===== src/rtl/mm_uart_pkg.sv =====
// Shared definitions for the memory-mapped UART: register offsets, STATUS bit
// positions, TX/RX state encodings and the baud divisor clamp.
package mm_uart_pkg;

  localparam logic [1:0] OFF_TXDATA = 2'd0;
  localparam logic [1:0] OFF_RXDATA = 2'd1;
  localparam logic [1:0] OFF_STATUS = 2'd2;
  localparam logic [1:0] OFF_BAUD   = 2'd3;

  localparam int ST_TX_FULL    = 0;
  localparam int ST_TX_EMPTY   = 1;
  localparam int ST_RX_AVAIL   = 2;
  localparam int ST_RX_OVERRUN = 3;
  localparam int ST_TX_BUSY    = 4;
  localparam int ST_FRAME_ERR  = 5;
  localparam int ST_LOOPBACK   = 15;

  typedef enum logic [1:0] {TX_IDLE, TX_START, TX_DATA, TX_STOP} tx_state_t;
  typedef enum logic [1:0] {RX_IDLE, RX_START, RX_DATA, RX_STOP} rx_state_t;

  // A divisor below 2 would leave no room for the RX half-bit wait.
  function automatic logic [15:0] eff_div(input logic [15:0] div);
    return (div < 16'd2) ? 16'd2 : div;
  endfunction

endpackage


===== src/rtl/mm_uart_if.sv =====
// CPU external data bus as seen by a memory-mapped responder.
interface mm_uart_if;
  logic [15:0] addr;
  logic [15:0] wdata;
  logic        mm_we;
  logic        mm_re;
  logic [15:0] rdata;

  modport master (output addr, wdata, mm_we, mm_re, input rdata);
  modport slave  (input addr, wdata, mm_we, mm_re, output rdata);
endinterface


===== src/rtl/mm_fifo.sv =====
// Synchronous FIFO with an extra pointer bit for full/empty; a pop on a full
// FIFO frees the slot for a push in the same cycle.
module mm_fifo #(
  parameter int WIDTH = 8,
  parameter int DEPTH = 4
) (
  input  logic             clk,
  input  logic             rst_n,
  input  logic             push,
  input  logic             pop,
  input  logic [WIDTH-1:0] din,
  output logic [WIDTH-1:0] dout,
  output logic             full,
  output logic             empty
);
  localparam int AW = $clog2(DEPTH);
  localparam logic [AW:0] PTR_ONE = {{AW{1'b0}}, 1'b1};

  logic [AW:0]      wr_ptr, rd_ptr;
  logic [WIDTH-1:0] mem [DEPTH];
  logic             do_push, do_pop;

  assign empty   = (wr_ptr == rd_ptr);
  assign full    = (wr_ptr[AW] != rd_ptr[AW]) && (wr_ptr[AW-1:0] == rd_ptr[AW-1:0]);
  assign do_pop  = pop && !empty;
  assign do_push = push && (!full || do_pop);
  assign dout    = mem[rd_ptr[AW-1:0]];

  always_ff @(posedge clk or negedge rst_n) begin
    if (!rst_n) begin
      wr_ptr <= '0;
      rd_ptr <= '0;
    end else begin
      if (do_push) wr_ptr <= wr_ptr + PTR_ONE;
      if (do_pop)  rd_ptr <= rd_ptr + PTR_ONE;
    end
  end

  always_ff @(posedge clk) begin
    if (do_push) mem[wr_ptr[AW-1:0]] <= din;
  end

endmodule


===== src/rtl/mm_uart_periph.sv =====
// Memory-mapped 8N1 UART: 4-word register window, TX/RX FIFOs, TX and RX FSMs.
// Optional MM_UART_LOOPBACK_EN adds STATUS[15] to route internal tx into RX.
//
// state    | meaning
// TX_IDLE  | line high, pops the TX FIFO when it holds a byte
// TX_START | driving the start bit (low)
// TX_DATA  | driving data bits LSB first
// TX_STOP  | driving the stop bit; chains straight into the next byte if queued
// RX_IDLE  | waiting for a 1->0 transition on the RX input
// RX_START | half-bit wait, then recheck the line is still low
// RX_DATA  | sampling 8 data bits one bit period apart
// RX_STOP  | sampling the stop bit; push, overrun or frame error
module mm_uart_periph
  import mm_uart_pkg::*;
#(
  parameter logic [15:0] BASE_ADDR = 16'hC000,
  parameter int          TX_DEPTH  = 8,
  parameter int          RX_DEPTH  = 4,
  parameter logic [15:0] DIV_RESET = 16'd434
) (
  input  logic      clk,
  input  logic      rst_n,
  mm_uart_if.slave  bus,
  output logic      tx,
  input  logic      rx
);

  logic        sel, wr_acc, rd_acc;
  logic [1:0]  off;
  logic        tx_push, rx_pop, status_wr, baud_wr;
  logic [15:0] baud_div, n_eff;
  logic        rx_overrun, frame_err, loopback;
  logic [15:0] status_word;

  logic [7:0]  tx_dout, rx_dout;
  logic        tx_full, tx_empty, rx_full, rx_empty;

  tx_state_t   tx_state, tx_state_nxt;
  logic [15:0] tx_cnt, tx_cnt_nxt;
  logic [7:0]  tx_shift, tx_shift_nxt;
  logic [2:0]  tx_bit, tx_bit_nxt;
  logic        tx_nxt, tx_pop;

  rx_state_t   rx_state, rx_state_nxt;
  logic [15:0] rx_cnt, rx_cnt_nxt;
  logic [7:0]  rx_shift, rx_shift_nxt;
  logic [2:0]  rx_bit, rx_bit_nxt;
  logic        rx_meta, rx_sync, rx_prev, rx_in;
  logic        rx_push, overrun_set, ferr_set;

  assign sel       = (bus.addr[15:2] == BASE_ADDR[15:2]);
  assign off       = bus.addr[1:0];
  assign wr_acc    = bus.mm_we && sel;
  assign rd_acc    = bus.mm_re && sel;
  assign tx_push   = wr_acc && (off == OFF_TXDATA);
  assign status_wr = wr_acc && (off == OFF_STATUS);
  assign baud_wr   = wr_acc && (off == OFF_BAUD);
  assign rx_pop    = rd_acc && (off == OFF_RXDATA);
  assign n_eff     = eff_div(baud_div);

  mm_fifo #(.WIDTH(8), .DEPTH(TX_DEPTH)) u_tx_fifo (
    .clk(clk), .rst_n(rst_n), .push(tx_push), .pop(tx_pop),
    .din(bus.wdata[7:0]), .dout(tx_dout), .full(tx_full), .empty(tx_empty)
  );

  mm_fifo #(.WIDTH(8), .DEPTH(RX_DEPTH)) u_rx_fifo (
    .clk(clk), .rst_n(rst_n), .push(rx_push), .pop(rx_pop),
    .din(rx_shift), .dout(rx_dout), .full(rx_full), .empty(rx_empty)
  );

  always_ff @(posedge clk or negedge rst_n) begin
    if (!rst_n) begin
      baud_div   <= DIV_RESET;
      rx_overrun <= 1'b0;
      frame_err  <= 1'b0;
    end else begin
      if (baud_wr) baud_div <= bus.wdata;
      // Clear first so a same-cycle set wins.
      if (status_wr && bus.wdata[ST_RX_OVERRUN]) rx_overrun <= 1'b0;
      if (overrun_set) rx_overrun <= 1'b1;
      if (status_wr && bus.wdata[ST_FRAME_ERR]) frame_err <= 1'b0;
      if (ferr_set) frame_err <= 1'b1;
    end
  end

`ifdef MM_UART_LOOPBACK_EN
  always_ff @(posedge clk or negedge rst_n) begin
    if (!rst_n)         loopback <= 1'b0;
    else if (status_wr) loopback <= bus.wdata[ST_LOOPBACK];
  end
`else
  assign loopback = 1'b0;
`endif

  always_comb begin
    status_word                = '0;
    status_word[ST_TX_FULL]    = tx_full;
    status_word[ST_TX_EMPTY]   = tx_empty;
    status_word[ST_RX_AVAIL]   = !rx_empty;
    status_word[ST_RX_OVERRUN] = rx_overrun;
    status_word[ST_TX_BUSY]    = (tx_state != TX_IDLE);
    status_word[ST_FRAME_ERR]  = frame_err;
    status_word[ST_LOOPBACK]   = loopback;
  end

  always_comb begin
    bus.rdata = '0;
    if (rd_acc) begin
      case (off)
        OFF_RXDATA: bus.rdata = {8'h00, rx_empty ? 8'h00 : rx_dout};
        OFF_STATUS: bus.rdata = status_word;
        OFF_BAUD:   bus.rdata = baud_div;
        default:    bus.rdata = '0;
      endcase
    end
  end

  // TX: every state bit is one down-count from N-1 to 0; N is re-read per bit.
  always_ff @(posedge clk or negedge rst_n) begin
    if (!rst_n) begin
      tx_state <= TX_IDLE;
      tx_cnt   <= '0;
      tx_shift <= '0;
      tx_bit   <= '0;
      tx       <= 1'b1;
    end else begin
      tx_state <= tx_state_nxt;
      tx_cnt   <= tx_cnt_nxt;
      tx_shift <= tx_shift_nxt;
      tx_bit   <= tx_bit_nxt;
      tx       <= tx_nxt;
    end
  end

  always_comb begin
    tx_state_nxt = tx_state;
    tx_cnt_nxt   = tx_cnt;
    tx_shift_nxt = tx_shift;
    tx_bit_nxt   = tx_bit;
    tx_nxt       = tx;
    tx_pop       = 1'b0;
    case (tx_state)
      TX_IDLE: begin
        if (!tx_empty) begin
          tx_pop       = 1'b1;
          tx_shift_nxt = tx_dout;
          tx_nxt       = 1'b0;
          tx_cnt_nxt   = n_eff - 16'd1;
          tx_state_nxt = TX_START;
        end
      end
      TX_START: begin
        if (tx_cnt != 16'd0) tx_cnt_nxt = tx_cnt - 16'd1;
        else begin
          tx_nxt       = tx_shift[0];
          tx_bit_nxt   = 3'd0;
          tx_cnt_nxt   = n_eff - 16'd1;
          tx_state_nxt = TX_DATA;
        end
      end
      TX_DATA: begin
        if (tx_cnt != 16'd0) tx_cnt_nxt = tx_cnt - 16'd1;
        else begin
          tx_cnt_nxt = n_eff - 16'd1;
          if (tx_bit == 3'd7) begin
            tx_nxt       = 1'b1;
            tx_state_nxt = TX_STOP;
          end else begin
            tx_shift_nxt = {1'b0, tx_shift[7:1]};
            tx_nxt       = tx_shift[1];
            tx_bit_nxt   = tx_bit + 3'd1;
          end
        end
      end
      TX_STOP: begin
        if (tx_cnt != 16'd0) tx_cnt_nxt = tx_cnt - 16'd1;
        else if (!tx_empty) begin
          tx_pop       = 1'b1;
          tx_shift_nxt = tx_dout;
          tx_nxt       = 1'b0;
          tx_cnt_nxt   = n_eff - 16'd1;
          tx_state_nxt = TX_START;
        end else begin
          tx_state_nxt = TX_IDLE;
        end
      end
    endcase
  end

  // RX: loopback takes the registered tx directly, so no synchroniser needed.
  assign rx_in = loopback ? tx : rx_sync;

  always_ff @(posedge clk or negedge rst_n) begin
    if (!rst_n) begin
      rx_meta  <= 1'b1;
      rx_sync  <= 1'b1;
      rx_prev  <= 1'b1;
      rx_state <= RX_IDLE;
      rx_cnt   <= '0;
      rx_shift <= '0;
      rx_bit   <= '0;
    end else begin
      rx_meta  <= rx;
      rx_sync  <= rx_meta;
      rx_prev  <= rx_in;
      rx_state <= rx_state_nxt;
      rx_cnt   <= rx_cnt_nxt;
      rx_shift <= rx_shift_nxt;
      rx_bit   <= rx_bit_nxt;
    end
  end

  always_comb begin
    rx_state_nxt = rx_state;
    rx_cnt_nxt   = rx_cnt;
    rx_shift_nxt = rx_shift;
    rx_bit_nxt   = rx_bit;
    rx_push      = 1'b0;
    overrun_set  = 1'b0;
    ferr_set     = 1'b0;
    case (rx_state)
      RX_IDLE: begin
        if (rx_prev && !rx_in) begin
          rx_cnt_nxt   = (n_eff >> 1) - 16'd1;
          rx_state_nxt = RX_START;
        end
      end
      RX_START: begin
        if (rx_cnt != 16'd0) rx_cnt_nxt = rx_cnt - 16'd1;
        else if (!rx_in) begin
          rx_cnt_nxt   = n_eff - 16'd1;
          rx_bit_nxt   = 3'd0;
          rx_state_nxt = RX_DATA;
        end else begin
          rx_state_nxt = RX_IDLE;
        end
      end
      RX_DATA: begin
        if (rx_cnt != 16'd0) rx_cnt_nxt = rx_cnt - 16'd1;
        else begin
          rx_shift_nxt = {rx_in, rx_shift[7:1]};
          rx_cnt_nxt   = n_eff - 16'd1;
          if (rx_bit == 3'd7) rx_state_nxt = RX_STOP;
          else                rx_bit_nxt   = rx_bit + 3'd1;
        end
      end
      RX_STOP: begin
        if (rx_cnt != 16'd0) rx_cnt_nxt = rx_cnt - 16'd1;
        else begin
          rx_state_nxt = RX_IDLE;
          if (!rx_in)                  ferr_set    = 1'b1;
          else if (rx_full && !rx_pop) overrun_set = 1'b1;
          else                         rx_push     = 1'b1;
        end
      end
    endcase
  end

endmodule


===== src/flat_wrapper.sv =====
// flat-port wrapper written by rule: the top's interface ports become plain ports
module mm_uart_periph_flat import mm_uart_pkg::*;
#(
  parameter logic [15:0] BASE_ADDR = 16'hC000,
  parameter int          TX_DEPTH  = 8,
  parameter int          RX_DEPTH  = 4,
  parameter logic [15:0] DIV_RESET = 16'd434
)
  (clk, rst_n, tx, rx, bus_addr, bus_wdata, bus_mm_we, bus_mm_re, bus_rdata);
  mm_uart_if bus_i ();
  input  logic clk;
  input  logic rst_n;
  output logic tx;
  input  logic rx;
  input wire logic [$bits(bus_i.addr)-1:0] bus_addr;
  input wire logic [$bits(bus_i.wdata)-1:0] bus_wdata;
  input wire logic [$bits(bus_i.mm_we)-1:0] bus_mm_we;
  input wire logic [$bits(bus_i.mm_re)-1:0] bus_mm_re;
  output wire logic [$bits(bus_i.rdata)-1:0] bus_rdata;
  assign bus_i.addr = bus_addr;
  assign bus_i.wdata = bus_wdata;
  assign bus_i.mm_we = bus_mm_we;
  assign bus_i.mm_re = bus_mm_re;
  assign bus_rdata = bus_i.rdata;
  mm_uart_periph #(.BASE_ADDR(BASE_ADDR), .TX_DEPTH(TX_DEPTH), .RX_DEPTH(RX_DEPTH), .DIV_RESET(DIV_RESET)) u_core (.clk(clk), .rst_n(rst_n), .bus(bus_i), .tx(tx), .rx(rx));
endmodule

===== config.mk =====
export PLATFORM = sky130hd
export DESIGN_NAME = mm_uart_periph_flat
export DESIGN_NICKNAME = d
export VERILOG_FILES = /design/src/rtl/mm_uart_pkg.sv /design/src/rtl/mm_uart_if.sv /design/src/rtl/mm_fifo.sv /design/src/rtl/mm_uart_periph.sv /design/src/flat_wrapper.sv
export SDC_FILE = /design/constraint.sdc
export NUM_CORES = 1
export LEC_CHECK = 0
export CELL_PAD_IN_SITES_DETAIL_PLACEMENT = 0
export CELL_PAD_IN_SITES_GLOBAL_PLACEMENT = 1
export CORE_AREA = 2 2 142 144
export DETAILED_ROUTE_END_ITERATION = 6
export DIE_AREA = 0 0 144 146
export PLACE_DENSITY = 0.85
export SYNTH_ARGS = -nofsm -noshare
export SYNTH_HDL_FRONTEND = slang
export SYNTH_SLANG_ARGS = --single-unit
export TNS_END_PERCENT = 50

===== constraint.sdc =====
create_clock -name clk -period 9.55 [get_ports clk]
set_clock_uncertainty 0.05 [all_clocks]
set_input_delay 1.4325 -clock clk [delete_from_list [all_inputs] [get_ports clk]]
set_output_delay 1.4325 -clock clk [all_outputs]
set_load 0.01 [all_outputs]

==> results of run 1 <==
routing by layer:
| layer | up-vias | GRT usage (%) | share of wire [%] |
|---|---|---|---|
| met5 | - | 0 | 0 |
| met4 | 0 | 6.18 | 1.4 |
| met3 | 28 | 5.96 | 5.6 |
| met2 | 210 | 36.1 | 47 |
| met1 | 3523 | 34.1 | 46 |
| li1 | 3368 | - | - |
flip-flops by register name, indices dropped and copies added (netlist names), 2 cells and up, named ones only:
name and count:
u_core.u_tx_fifo.mem 64, u_core.u_rx_fifo.mem 32, u_core.baud_div 16, u_core.rx_cnt 16, u_core.tx_cnt 16, u_core.rx_shift 8, u_core.tx_shift 8, u_core.u_tx_fifo.rd_ptr 4
u_core.u_tx_fifo.wr_ptr 4, u_core.rx_bit 3, u_core.tx_bit 3, u_core.u_rx_fifo.rd_ptr 3, u_core.u_rx_fifo.wr_ptr 3, u_core.tx_state 2
cell usage in the layout (no fill, tap or decap), types with 7 or more instances in the layout:
| cell | instances |
|---|---|
| edfxtp_1 | 96 |
| dfrtp_1 | 85 |
| nand2_1 | 70 |
| nor2_1 | 67 |
| clkdlybuf4s50_1 | 52 |
| o21ai_0 | 48 |
| a21oi_1 | 46 |
| xnor2_1 | 34 |
| xor2_1 | 29 |
| inv_1 | 28 |
| mux2_2 | 28 |
| ha_1 | 27 |
| nor3_1 | 24 |
| nand3_1 | 24 |
| mux4_2 | 24 |
| clkbuf_16 | 17 |
| mux2i_1 | 14 |
| and2_1 | 13 |
| buf_4 | 12 |
| nor3b_1 | 11 |
| a22o_1 | 10 |
| o21a_1 | 10 |
| a31oi_1 | 9 |
| dfstp_2 | 9 |
| nand4_1 | 8 |
| or4_1 | 7 |
worst max-delay path, stage by stage:
cell             delay (ps)
clkdlybuf4s50_1         870
nor3b_1                 710
nand3_1                 360
o21ai_0                 280
clkdlybuf4s50_1         570
worst paths after layout:
path	slack (ps)	cells past startpoint	end	startpoint
worst max-delay path	3840	5	bus_rdata[6]	bus_addr[0]
worst min register to register	320	0	u_core.rx_in$_DFF_PN1_	u_core.rx_meta$_DFF_PN1_
max in group asynchronous	7340	2	u_core.u_rx_fifo.wr_ptr[2]$_DFFE_PN0P_	rst_n
min in group asynchronous	820	1	u_core.tx_shift[5]$_DFFE_PN0P_	rst_n
worst max register to register	5140	10	u_core.tx_cnt[12]$_DFF_PN0_	u_core.baud_div[9]$_DFFE_PN0P_
worst min-delay path	320	0	u_core.rx_in$_DFF_PN1_	u_core.rx_meta$_DFF_PN1_
kinds of logic after synthesis:
group / Yosys count
flip-flops: 190
AND/OR/NAND/NOR: 271
AO/OA/AOI/OAI: 193
adder cells (fa/ha/maj): 27
multiplexers: 66
buffers and inverters: 83
XOR/XNOR: 63
Yosys cell counts, types with 10 or more instances:
cell / instances
o21ai_0: 48
inv_1: 28
a21oi_1: 46
nor3_1: 24
dfrtp_1: 85
mux2i_1: 14
mux4_2: 24
nor3b_1: 11
nor2_1: 67
a22o_1: 10
edfxtp_1: 96
ha_1: 27
and2_1: 13
clkbuf_1: 40
o21a_1: 10
xor2_1: 29
nand3_1: 24
xnor2_1: 34
mux2_2: 28
nand2_1: 70
through the flow:
step           total power [W]  setup slack [ps]
4_1_cts                0.00299              3850
2_1_floorplan          0.00200              5170
3_5_place_dp           0.00226              3860
5_1_grt                0.00318              3690
3_3_place_gp           0.00225              3910
6_report               0.00300              3840
area by class of cell:
class	instances	share of cell area (%)
Clock buffer	17	3.70
Multi-Input combinational cell	620	39.9
Inverter	28	0.915
Tap cell	265	2.89
Clock inverter	15	1.63
Timing Repair Buffer	64	5.32
Sequential cell	190	45.7
power by group:
part	switching, W	internal [W]
Clock	0.000350	0.000379
Combinational	0.000691	0.000482
Sequential	0.000133	0.000961
Total	0.00117	0.00182
==> impl_metrics.ini, run 1 <==
[synthesis]
synthArstFlopShare_pct = 49.5
synth_compound_area_share_pct = 12.7
synth_top_area_share_pct = 28.3
synthSimpleGateAreaFrac_pct = 13.8
synth-seq-cells = 190
yosys_warnings = 0
synth_area_leader_cell = edfxtp_1
synth-edff-count = 96
synthXorXnorAreaFrac_pct = 5.42
syn_area_sq_um = 10200
synth_ff_type = edfxtp_1
synth_fa_ha_area_share_pct = 3.32
synthMuxAreaShare_pct = 9.78
yosys-top-cells-area = edfxtp_1 28%, dfrtp_1 21%, mux4_2 5.3%
netlist_instances = 893
avgSynthCellArea_sq_um = 11.4
synth_top_family_by_area = simple AND/OR/NAND/NOR gates
yosysSeqAreaShare_pct = 51.5
synth_nets = 957
synth_cell_types = 78

[layout]
fin_nets = 985
fill_cells = 1600
diodes = 0
final_area_sq_um = 11500
area_growth_syn_to_layout_pct = 12.8
multiInputGateArea_sq_um = 4580
stdcell_count = 1199
drive_gt1_share_pct = 13.5
fin_util_pct = 59.4
regArea_sq_um = 5250

[place]
dp_hpwl_mm = 16.2
placed_area_sq_um = 10900
port_buffers = 53
gp_congestion = 0.829
dp.cells = 1167

[timing]
hold_viol = 0
fmax_mhz = 175
worst_pin_slew_ps = 1050
whs_ps = 319
rsz0062_at_grt = no
relSlewSlack_pct = 30.1
finalMaxSlewViolations = 0
fin_tns_setup_ps = 0
fin_crit_sh_pct = 59.8
setup_viol = 0
min_period_ps = 5710

[flow_run]
drv_cap = 0

[pwr]
vdd_drop_max_mv = 0.167
p_leak_nw = 4.40
power.density_nw_per_um2 = 261

[global_route]
grt_max_degree = 76
grtUsageTotal_pct = 23.7
grt_pass1_wl_mm = 38.4
antenna_found_initial = 0
grt_pass1_vias = 7026
overflow = 0

[clocking]
clk_pin_slew_ps = 80
postCtsSetupRepairBufs = 0
cts_root_buf = clkbuf_16
cts_made_buffers = 17
cts_resized = 0
htreeDepth = 4
clock_sinks = 190
worstSkewPairLatency_ps = 440
cts_buffer_depth = 2
ctsHoldBuffers = 0
cts_tree = built

[routing]
wl_per_cell_um = 19.9
dr.pass1.iters = 5
drt-initial-drc-count = 567
ant_nets = 0
routed_wl_mm = 23.8
vias_per_cell = 5.95
drc = 0
vias = 7129

[floorplan]
boundaryPins = 54
die_h_um = 146
dieWidth_um = 144
num_rows = 51
initial_utilization_pct = 52.6
die-area_sq_um = 21000
coreArea_sq_um = 19300

[setup_path]
path_max_fanout = 18
worstSetupStartpointType = primary input
criticalPathCategory = primary input to primary output
worst_ep_arrival_time_ps = 4230
endpoint_kind = primary output
critPathRequiredTime_ps = 8070

[worst_hold_path]
hp-class = register to register

[outcome]
outcome = finished clean
No activity file was read; power rests on OpenSTA's default activity.
==> inputs of run 2 (changes only) <==
--- a/config.mk
+++ b/config.mk
@@ -7,10 +7,10 @@
 export LEC_CHECK = 0
 export CELL_PAD_IN_SITES_DETAIL_PLACEMENT = 0
 export CELL_PAD_IN_SITES_GLOBAL_PLACEMENT = 1
-export CORE_AREA = 2 2 142 144
+export CORE_AREA = 2 2 148 150
 export DETAILED_ROUTE_END_ITERATION = 6
-export DIE_AREA = 0 0 144 146
-export PLACE_DENSITY = 0.85
+export DIE_AREA = 0 0 150 152
+export PLACE_DENSITY = 0.79
 export SYNTH_ARGS = -nofsm -noshare
 export SYNTH_HDL_FRONTEND = slang
 export SYNTH_SLANG_ARGS = --single-unit
==> constraint.sdc (replaced) <==
create_clock -name clk -period 5.7 [get_ports clk]
set_clock_uncertainty 0.05 [all_clocks]
set_input_delay 0.855 -clock clk [delete_from_list [all_inputs] [get_ports clk]]
set_output_delay 0.855 -clock clk [all_outputs]
set_load 0.01 [all_outputs]
==> impl_metrics.ini, run 2 (synthesis results as in run 1) <==
[timing]
finalMaxSlewViolations = 0
hold_viol = 0
layout_setup_ws_ps = 1220
fin_crit_sh_pct = 78.5
min_period_ps = 4480
setup_viol = 0
fin_tns_setup_ps = 0
rsz0062_at_grt = no
relSlewSlack_pct = 18.9
worst_pin_slew_ps = 1210
fmax_mhz = 223

[routing]
vias_per_cell = 5.79
dr.pass1.iters = 5
routed_wl_mm = 23.6
wl_per_cell_um = 19.4
ant_nets = 0
vias = 7045
drc = 0
drt-initial-drc-count = 489

[setup_path]
worstSetupStartpointType = primary input
critPathRequiredTime_ps = 4800
endpoint_kind = primary output
cp_cell_sequence = clkdlybuf4s50_1 -> nor3b_1 -> nand3_1 -> o21ai_0 -> clkdlybuf4s50_1
crit_path_frequent_cell = clkdlybuf4s50_1
path_max_fanout = 15
crit_cells = 5
critPathTopFamily = buffers and inverters
cp_slowest_stage_delay_ps = 850
criticalPathCategory = primary input to primary output
path_buf_inv = 2
worst_ep_arrival_time_ps = 3570
crit_slowest_cell = nor3b_1
r2r_cells = 11

[layout]
area_growth_syn_to_layout_pct = 13.0
fill_cells = 1863
fin_util_pct = 53.9
final_cell_mix = 96 x edfxtp_1, 85 x dfrtp_1, 70 x nand2_1
layout_commonest_cell = edfxtp_1
drive_gt1_share_pct = 13.6
regArea_sq_um = 5250
largest_reg_flops = 64
fin_nets = 987
diodes = 0
multiInputGateArea_sq_um = 4580

[clocking]
htreeDepth = 4
postCtsSetupRepairBufs = 0
cts_root_buf = clkbuf_16
cts_made_buffers = 17
ctsHoldBuffers = 0
clk_pin_slew_ps = 80
clock_sinks = 190
cts_buffer_depth = 2
worstSkewPairLatency_ps = 440
cts_tree = built
cts_resized = 0

[pwr]
p_total_w = 0.00498
vdd_drop_max_mv = 0.459
p_leak_nw = 4.39
power.density_nw_per_um2 = 433

[place]
dp_hpwl_mm = 16.2
place_ws_ps = 1280
gp_congestion = 0.832
port_buffers = 53

[worst_hold_path]
hp-class = register to register
holdPathStages = 0

[outcome]
outcome = finished clean

[floorplan]
num_rows = 54
coreArea_sq_um = 21400
die-area_sq_um = 22800
dieWidth_um = 150
initial_utilization_pct = 47.7
die_h_um = 152
boundaryPins = 54

[global_route]
grt_pass1_wl_mm = 38.6
antenna_found_initial = 0
grt_max_degree = 57
overflow = 0
grtUsageTotal_pct = 21.7
grt_pass1_vias = 6972

[flow_run]
drv_cap = 0
==> run 2: layout make-up <==
class                      instances  share of cell area [%]
clock inverter                    13                    1.30
tap                              280                    3.05
timing repair buffer              66                    5.44
inverter                          28                   0.914
sequential                       190                    45.6
clock buffer                      19                    3.85
multi-input combinational        620                    39.8
==> run 2: through the flow <==
stage / instances / area [sq um] / hold slack [ps]
floorplan: 893 / 10200 / 295
global placement: 1184 / 10900 / 296
detailed placement: 1184 / 10900 / 301
CTS: 1216 / 11500 / 313
global route: 1216 / 11500 / 317
finish: 1216 / 11500 / 310
==> run 2: final timing paths <==
check	start	to	slack, ps
setup / recovery	bus_addr[1]	bus_rdata[6]	1220
hold / removal	u_core.rx_meta$_DFF_PN1_	u_core.rx_in$_DFF_PN1_	310
setup reg to reg	u_core.baud_div[13]$_DFFE_PN0P_	u_core.tx_cnt[12]$_DFF_PN0_	1670
hold reg to reg	u_core.rx_meta$_DFF_PN1_	u_core.rx_in$_DFF_PN1_	310
max in group asynchronous	rst_n	u_core.baud_div[4]$_DFFE_PN1P_	4080
min in group asynchronous	rst_n	u_core.tx_shift[6]$_DFFE_PN0P_	420
==> run 2: report_power, final <==
| part | internal [W] | leakage, nW | switching [W] |
|---|---|---|---|
| sequential | 0.00161 | 2.06 | 0.000220 |
| clock | 0.000600 | 0.287 | 0.000590 |
| combinational | 0.000813 | 2.04 | 0.00114 |
| total | 0.00302 | 4.39 | 0.00195 |
==> run 2: routing by layer <==
layer	vias to the layer above	wire [um]	global-route usage (%)
met1	3479	10800	31.2
met4	0	393	5.84
met2	174	11300	34.1
li1	3364	-	-
met5	-	0	0
met3	28	1100	3.90
==> run 2: worst register-to-register path: cells and delay by family, from the launching register on <==
| kind | cells | cell delay (ps) |
|---|---|---|
| buf+inv | 1 | 170 |
| fa+ha+maj | 1 | 270 |
| simple gates | 4 | 1340 |
| compound gates | 4 | 1040 |
| xor+xnor | 1 | 580 |
| flops | 1 | 470 |
==> inputs of run 3 (changes only) <==
==> constraint.sdc (replaced) <==
create_clock -name clk -period 4.5 [get_ports clk]
set_clock_uncertainty 0.05 [all_clocks]
set_input_delay 0.675 -clock clk [delete_from_list [all_inputs] [get_ports clk]]
set_output_delay 0.675 -clock clk [all_outputs]
set_load 0.01 [all_outputs]
==> impl_metrics.ini, run 3 (synthesis results as in run 1) <==
[setup_path]
path_buf_inv = 2
cp_cell_sequence = clkdlybuf4s50_1 -> nor4b_1 -> and4_1 -> nand2_1 -> nor2_1 -> nand2_1 -> o21ai_0 -> clkdlybuf4s50_1
crit_slowest_cell = clkdlybuf4s50_1
endpoint_kind = primary output
worst_ep_arrival_time_ps = 3070
r2r_cells = 11
cp_slowest_stage_delay_ps = 590
critPathRequiredTime_ps = 3770
crit_cells = 8
critPathTopFamily = simple AND/OR/NAND/NOR gates
path_max_fanout = 9
worstSetupStartpointType = primary input
criticalPathCategory = primary input to primary output

[place]
gp_congestion = 0.871
dp.cells = 1193
placed_area_sq_um = 11000
dp_hpwl_mm = 16.4
port_buffers = 53
place_ws_ps = 732

[clocking]
ctsHoldBuffers = 0
clock_sinks = 190
postCtsSetupRepairBufs = 0
cts_root_buf = clkbuf_16
cts_resized = 0
htreeDepth = 4
cts_tree = built
clk_pin_slew_ps = 70
cts_buffer_depth = 2
worstSkewPairLatency_ps = 440
cts_made_buffers = 17

[floorplan]
coreArea_sq_um = 21400
dieWidth_um = 150
num_rows = 54
die_h_um = 152
initial_utilization_pct = 47.7
die-area_sq_um = 22800
boundaryPins = 54

[layout]
largest_reg_flops = 64
fin_util_pct = 54.3
stdcell_count = 1225
area_growth_syn_to_layout_pct = 14.0
layout_commonest_cell = edfxtp_1
diodes = 0
final_cell_mix = 96 x edfxtp_1, 85 x dfrtp_1, 70 x nand2_1
fin_nets = 996
final_area_sq_um = 11600
drive_gt1_share_pct = 14.5
fill_cells = 1883

[routing]
routed_wl_mm = 24.2
vias = 7146
vias_per_cell = 5.83
drt-initial-drc-count = 598
drc = 0
wl_per_cell_um = 19.7
ant_nets = 0
dr.pass1.iters = 5

[timing]
fmax_mhz = 264
finalMaxSlewViolations = 0
min_period_ps = 3790
setup_viol = 0
fin_crit_sh_pct = 84.2
worst_pin_slew_ps = 976
relSlewSlack_pct = 34.9
hold_viol = 0
rsz0062_at_grt = no
layout_setup_ws_ps = 709
fin_tns_setup_ps = 0

[outcome]
outcome = finished clean

[pwr]
p_sw_w = 0.00251
vdd_drop_max_mv = 0.471
p_leak_nw = 4.46
pwr-share-comb_pct = 39.8
p_clk_share_pct = 24.5
pwr-share-seq_pct = 35.7
swShare_pct = 39.2
power.density_nw_per_um2 = 552
p_int_w = 0.00389

[flow_run]
drv_cap = 0

[global_route]
grt_pass1_wl_mm = 38.5
grt_pass1_vias = 7010
grt_max_degree = 62
overflow = 0
antenna_found_initial = 0
grtUsageTotal_pct = 21.8

[worst_hold_path]
hp-class = primary input to async pin
==> run 3: cell types whose count changed in the layout (fill, tap and decap cells not counted), sizes merged <==
cell,change
buf,+9
clkinv,+2
clkinvlp,-1
inv,-1
==> run 3: final cells by class <==
class	count	area (sq um)	area share, %
flip-flops and latches	190	5250	45.2
multi-input cells	620	4580	39.5
repair buffers	75	693	5.97
clock buffers	19	464	4.00
well taps	280	350	3.02
clock inverters	13	164	1.41
inverters	28	105	0.906
==> run 3: metal layers <==
| layer | track usage (%) | vias up | part of all wire (%) |
|---|---|---|---|
| met2 | 35.4 | 166 | 48 |
| li1 | - | 3389 | - |
| met4 | 4.81 | 0 | 1.1 |
| met1 | 30.8 | 3566 | 46 |
| met3 | 3.69 | 25 | 4.3 |
| met5 | 0 | - | 0 |
==> run 3: path summary, 6_finish.rpt <==
check	end	slack, ps	start
max	bus_rdata[7]	710	bus_addr[10]
min	u_core.tx_shift[5]$_DFFE_PN0P_	270	rst_n
max reg2reg	u_core.tx_cnt[12]$_DFF_PN0_	820	u_core.baud_div[13]$_DFFE_PN0P_
min reg2reg	u_core.rx_in$_DFF_PN1_	310	u_core.rx_meta$_DFF_PN1_
max in group asynchronous	u_core.baud_div[5]$_DFFE_PN1P_	3080	rst_n
min in group clk	u_core.rx_in$_DFF_PN1_	310	u_core.rx_meta$_DFF_PN1_
==> run 3: stage by stage <==
step | hold WS (ps) | total power, W
after global placement | 296 | 0.00482
after CTS | 311 | 0.00642
after floorplan | 295 | 0.00424
after global routing | 312 | 0.00680
after detailed placement | 299 | 0.00485
final | 270 | 0.00640
==> run 3: power by group through the flow <==
| stage | Combinational [W] | Sequential (W) | Clock, W |
|---|---|---|---|
| 5_1_grt | 0.00283 | 0.00231 | 0.00166 |
| 3_3_place_gp | 0.00251 | 0.00231 | 0 |
| 4_1_cts | 0.00255 | 0.00228 | 0.00159 |
| 3_5_place_dp | 0.00254 | 0.00231 | 0 |
| 6_report | 0.00254 | 0.00229 | 0.00157 |
| 2_1_floorplan | 0.00200 | 0.00224 | 0 |
